$ cat src/rtl/sd_cmd_arbiter.sv
`default_nettype none
// ============================================================================
// Module   : sd_cmd_arbiter
// Brief    : Round-robin arbiter that gives the SD command host to software or
//            the data master. It has a done-timeout and a sticky error flag.
// Revision : 1.0 - initial release
// ============================================================================
module sd_cmd_arbiter #(
  parameter logic [15:0] TO_CYCLES = 16'd1023
) (
  input  logic        clk,
  input  logic        rst,
  input  logic        sw_req,
  input  logic [31:0] sw_arg,
  input  logic [15:0] sw_set,
  output logic        sw_ack,
  input  logic        dm_req,
  input  logic [31:0] dm_arg,
  input  logic [15:0] dm_set,
  output logic        dm_ack,
  output logic        cmd_we,
  output logic [31:0] cmd_arg,
  output logic [15:0] cmd_set,
  input  logic        cmd_busy,
  input  logic        cmd_done,
  output logic        owner,
  output logic        cmd_err,
  input  logic        err_clr
);

  localparam logic [4:0]  c_ST_IDLE  = 5'b00001;
  localparam logic [4:0]  c_ST_ISSUE = 5'b00010;
  localparam logic [4:0]  c_ST_WAIT  = 5'b00100;
  localparam logic [4:0]  c_ST_ACK   = 5'b01000;
  localparam logic [4:0]  c_ST_REL   = 5'b10000;
  localparam logic [15:0] c_CNT_MAX  = 16'hFFFF;

  logic [4:0]  r_state;
  logic [4:0]  w_next_state;
  logic [31:0] r_cmd_arg;
  logic [15:0] r_cmd_set;
  logic        r_owner;
  logic        r_cmd_err;
  logic [15:0] r_wait_cnt;

  logic        w_grant;
  logic        w_win_dm;
  logic        w_done_hit;
  logic        w_timeout;
  logic        w_owner_req;

  // r_owner also serves as the last-grant memory for the round-robin tie break.
  assign w_win_dm    = (sw_req && dm_req) ? ~r_owner : dm_req;
  assign w_grant     = (r_state == c_ST_IDLE) && (sw_req || dm_req) && !cmd_busy;
  assign w_done_hit  = (r_state == c_ST_WAIT) && cmd_done;
  assign w_timeout   = (r_state == c_ST_WAIT) && !cmd_done && (r_wait_cnt == TO_CYCLES);
  assign w_owner_req = r_owner ? dm_req : sw_req;

  always_ff @(posedge clk or posedge rst) begin
    if (rst) begin
      r_state <= c_ST_IDLE;
    end else begin
      r_state <= w_next_state;
    end
  end

  always_comb begin
    w_next_state = r_state;
    case (r_state)
      c_ST_IDLE:  if (w_grant) w_next_state = c_ST_ISSUE;
      c_ST_ISSUE: w_next_state = c_ST_WAIT;
      c_ST_WAIT:  if (w_done_hit || w_timeout) w_next_state = c_ST_ACK;
      c_ST_ACK:   w_next_state = c_ST_REL;
      c_ST_REL:   if (!w_owner_req) w_next_state = c_ST_IDLE;
      default:    w_next_state = c_ST_IDLE;
    endcase
  end

  always_comb begin
    cmd_we = 1'b0;
    sw_ack = 1'b0;
    dm_ack = 1'b0;
    case (r_state)
      c_ST_ISSUE: cmd_we = 1'b1;
      c_ST_ACK: begin
        sw_ack = ~r_owner;
        dm_ack = r_owner;
      end
      default: ;
    endcase
  end

  always_ff @(posedge clk or posedge rst) begin
    if (rst) begin
      r_cmd_arg  <= 32'd0;
      r_cmd_set  <= 16'd0;
      r_owner    <= 1'b1;
      r_wait_cnt <= 16'd0;
      r_cmd_err  <= 1'b0;
    end else begin
      if (w_grant) begin
        r_owner   <= w_win_dm;
        r_cmd_arg <= w_win_dm ? dm_arg : sw_arg;
        r_cmd_set <= w_win_dm ? dm_set : sw_set;
      end

      if (r_state == c_ST_ISSUE) begin
        r_wait_cnt <= 16'd0;
      end else if ((r_state == c_ST_WAIT) && (r_wait_cnt != c_CNT_MAX)) begin
        r_wait_cnt <= r_wait_cnt + 16'd1;
      end

      // A timeout in the same cycle as err_clr leaves the flag set.
      if (w_timeout) begin
        r_cmd_err <= 1'b1;
      end else if (err_clr) begin
        r_cmd_err <= 1'b0;
      end
    end
  end

  assign cmd_arg = r_cmd_arg;
  assign cmd_set = r_cmd_set;
  assign owner   = r_owner;
  assign cmd_err = r_cmd_err;

  a_state_onehot: assert property (@(posedge clk) disable iff (rst) $onehot(r_state));
  a_ack_excl:     assert property (@(posedge clk) disable iff (rst) !(sw_ack && dm_ack));

endmodule
`default_nettype wire

$ cat config.mk
export PLATFORM = sky130hd
export DESIGN_NAME = sd_cmd_arbiter
export DESIGN_NICKNAME = d
export VERILOG_FILES = /design/src/rtl/sd_cmd_arbiter.sv
export SDC_FILE = /design/constraint.sdc
export NUM_CORES = 1
export LEC_CHECK = 0
export BUFFER_PORTS_ARGS = -buffer_cell sky130_fd_sc_hd__buf_4
export CAP_MARGIN = 25
export CORE_MARGIN = 8
export CORE_UTILIZATION = 51
export CTS_CLUSTER_DIAMETER = 100
export DETAILED_ROUTE_END_ITERATION = 8
export PLACE_DENSITY_LB_ADDON = 0.05
export RECOVER_POWER = 100
export SLEW_MARGIN = 20
export SYNTH_ARGS = -nofsm -noshare
export SYNTH_HDL_FRONTEND = slang
export SYNTH_SLANG_ARGS = --single-unit
$ cat constraint.sdc
create_clock -name clk -period 6.2 [get_ports clk]
set_input_delay 0.62 -clock clk [delete_from_list [all_inputs] [get_ports clk]]
set_output_delay 0.62 -clock clk [all_outputs]
set_load 0.02 [all_outputs]
==> results.json <==
{
  "status": "finished with violations",
  "violations": "max-capacitance violations, max-slew violations",
  "dr.pass1.iters": 4,
  "synth_edf_count": 0,
  "syn_area_per_cell_um2": 10.1,
  "hold_end": "cmd_arg[26]",
  "grt_max_degree": 82,
  "cts_root_buf": "clkbuf_8",
  "async_flop_share_pct": 100,
  "powerDensity_nw_per_um2": 406,
  "die-area_um2": 9700,
  "maxSlewHeadroom_pct": -104,
  "cts_htree_levels": 3,
  "whs_ns": 0.480,
  "synthTopCellsByArea": "dfrtp_1, mux2i_1, o21ai_0",
  "p_leak_nw": 2.25,
  "worstMarginPinSlew_ns": 3.06,
  "dpl_cell_area_um2": 4710,
  "syn_area_um2": 3470,
  "fin_area_um2": 4740,
  "period_needed_ns": 3.67,
  "cap_viol_max_count": 2,
  "synth_top_cell_by_area": "dfrtp_1",
  "setup_violations": 0,
  "start_kind": "register",
  "routabilityCongestion": 0.805,
  "worstReg2RegEnd": "cmd_set[6]",
  "route.met3.wl_um": 835,
  "wire_per_inst_um": 16.8,
  "cts_resized": 0,
  "routed_wl_um": 9790,
  "clockBufferDepth": 2,
  "worstHoldPathCells": 2,
  "yosysSeqAreaShare_pct": 51.3,
  "vdd_drop_max_v": 0.000196,
  "vias": 3157,
  "core_area_um2": 6680,
  "arrival_ns": 3.75,
  "drc": 0,
  "slew_viol_final": 128,
  "overflow": 0,
  "clkSinkCount": 71,
  "postCtsSetupBuffers": 0,
  "clock_latency_ns": 0.34,
  "synth_top_area_share_pct": 49.8,
  "post-place-cells": 566,
  "die_h_um": 98.5,
  "via_per_inst": 5.42,
  "grt_pass1_vias": 3271,
  "dp_hpwl_um": 7350,
  "hold_path_class": "reg -> reg",
  "clk_pin_slew_worst_paths_ns": 0.07,
  "clock_skew_ns": 0.00869,
  "drt_iter0_drc": 132,
  "fillers": 547,
  "crit_fanout": 45,
  "dr_wl_met2_um": 5080,
  "ff2ff_path_depth": 4,
  "grtUsageTotal_pct": 20.0,
  "placementRows": 30,
  "synth-seq-cells": 71,
  "initial_utilization_pct": 51.9,
  "cts_tree": "done",
  "worstPathRequired_ns": 6.28,
  "r2r_start": "owner",
  "min_from": "cmd_arg[26]",
  "ant_nets": 0,
  "hold_buffers": 0,
  "finalCritPeriodShare_pct": 59.2,
  "nets": 601,
  "synthCells": 344,
  "antenna_found_initial": 0,
  "numCtsBuffers": 9,
  "ys_types": 40,
  "io_pins": 156,
  "areaGrowthSynthToFinish_pct": 36.7,
  "setup_tns_ns": 0,
  "wl_met1_um": 3660,
  "antenna_cells": 0,
  "ys.flop_type": "dfrtp_1",
  "grt_pass1_wl_um": 15700,
  "hold_violations": 0,
  "r2r_slack_ns": 2.53,
  "numPortBuffers": 155,
  "rsz0062_at_grt": "false",
  "setup.worst_path.class": "reg -> reg",
  "topRoutingLayerUsed": "met4",
  "worstSetupEndpointType": "register",
  "fmax_mhz": 273,
  "stdcell_count": 582,
  "synth_nets": 448,
  "die_w_um": 98.5,
  "yosys_warnings": 0,
  "startpoint": "owner",
  "drive_above_1_share_pct": 25.1
}
worst max path at each step:
| stage | to | slack, ns |
|---|---|---|
| after floorplan | cmd_arg[0] | 3.79 |
| after global placement | cmd_arg[13] | 4.03 |
| after detailed placement | cmd_arg[15] | 4.01 |
| after CTS | cmd_we | 3.71 |
| after global routing | cmd_arg[13] | 2.19 |
| final | cmd_set[6] | 2.53 |
per-stage QoR:
step                setup WS (ns)  total power, mW  util, %
floorplan                    3.79             1.19        -
global placement             4.03             1.57     70.4
detailed placement           4.01             1.59     70.4
CTS                          3.71             2.08     74.3
global route                 2.19             2.05     71.0
finish                       2.53             1.92     71.0
flip-flops by register name, indices dropped and copies added (netlist names):
name	count
cmd_set	16
r_state	5
cmd_err	1
r_wait_cnt	16
owner	1
cmd_arg	32
layout make-up:
| type | count | area, um^2 | share of cell area, % |
|---|---|---|---|
| Inverter | 6 | 22.5 | 0.475 |
| Sequential cell | 71 | 1780 | 37.5 |
| Multi-Input combinational cell | 250 | 1600 | 33.7 |
| Clock buffer | 10 | 128 | 2.69 |
| Tap cell | 80 | 100 | 2.11 |
| Clock inverter | 6 | 133 | 2.80 |
| Timing Repair Buffer | 159 | 983 | 20.7 |
cell usage in the layout (no fill, tap or decap), types with 2 or more instances in the layout:
cell type,n
or3_1,4
or3_2,2
and3_1,3
mux2i_1,51
nor4_1,6
nand2_1,57
o31ai_1,10
clkbuf_1,57
nor2_1,5
o211ai_1,6
nor3_1,3
dfrtp_1,69
a21oi_1,9
nor2b_1,2
or4_1,6
and2_1,3
o21a_1,3
nand3_1,8
inv_1,5
clkbuf_8,9
dfstp_1,2
bufinv_16,4
o21ai_0,52
buf_4,102
nand4_1,6
cells by family after synthesis:
group / count (synthesis) / synth area share (%)
and+or+nand+nor: 114 / 17.0
AOI/OAI and AO/OA: 83 / 13.7
DFF: 71 / 51.3
muxes: 52 / 15.0
buffers and inverters: 23 / 2.60
adders and majority gates: 1 / 0.361
cell usage after synthesis (all sizes together) (3+ instances only):
cell type,count
or4,6
mux2i,51
inv,5
clkbuf,12
nand4,7
nor2,5
and3,4
nand3,8
o31ai,10
nor4,6
nand2,57
o21ai,52
o21a,3
o211ai,6
dfrtp,69
a21oi,9
nor3,3
and2,3
buf,5
or3,6
where the power goes:
part,internal [mW],total [mW],switching [mW]
combinational,0.234,0.709,0.475
clock,0.308,0.483,0.175
sequential,0.631,0.731,0.0998
total,1.17,1.92,0.750
per-layer routing:
metal | vias up | global-route usage [%]
met3 | 14 | 8.03
met2 | 110 | 33.8
met1 | 1478 | 21.7
met4 | 0 | 8.62
li1 | 1555 | -
met5 | - | 0
critical path: stages (launching register included):
cell	delay, ns
dfstp_1	0.45
a21boi_4	0.25
clkbuf_1	2.20
mux2i_1	0.36
o21ai_0	0.15
Note: power is estimated with default switching activity, not from simulation.
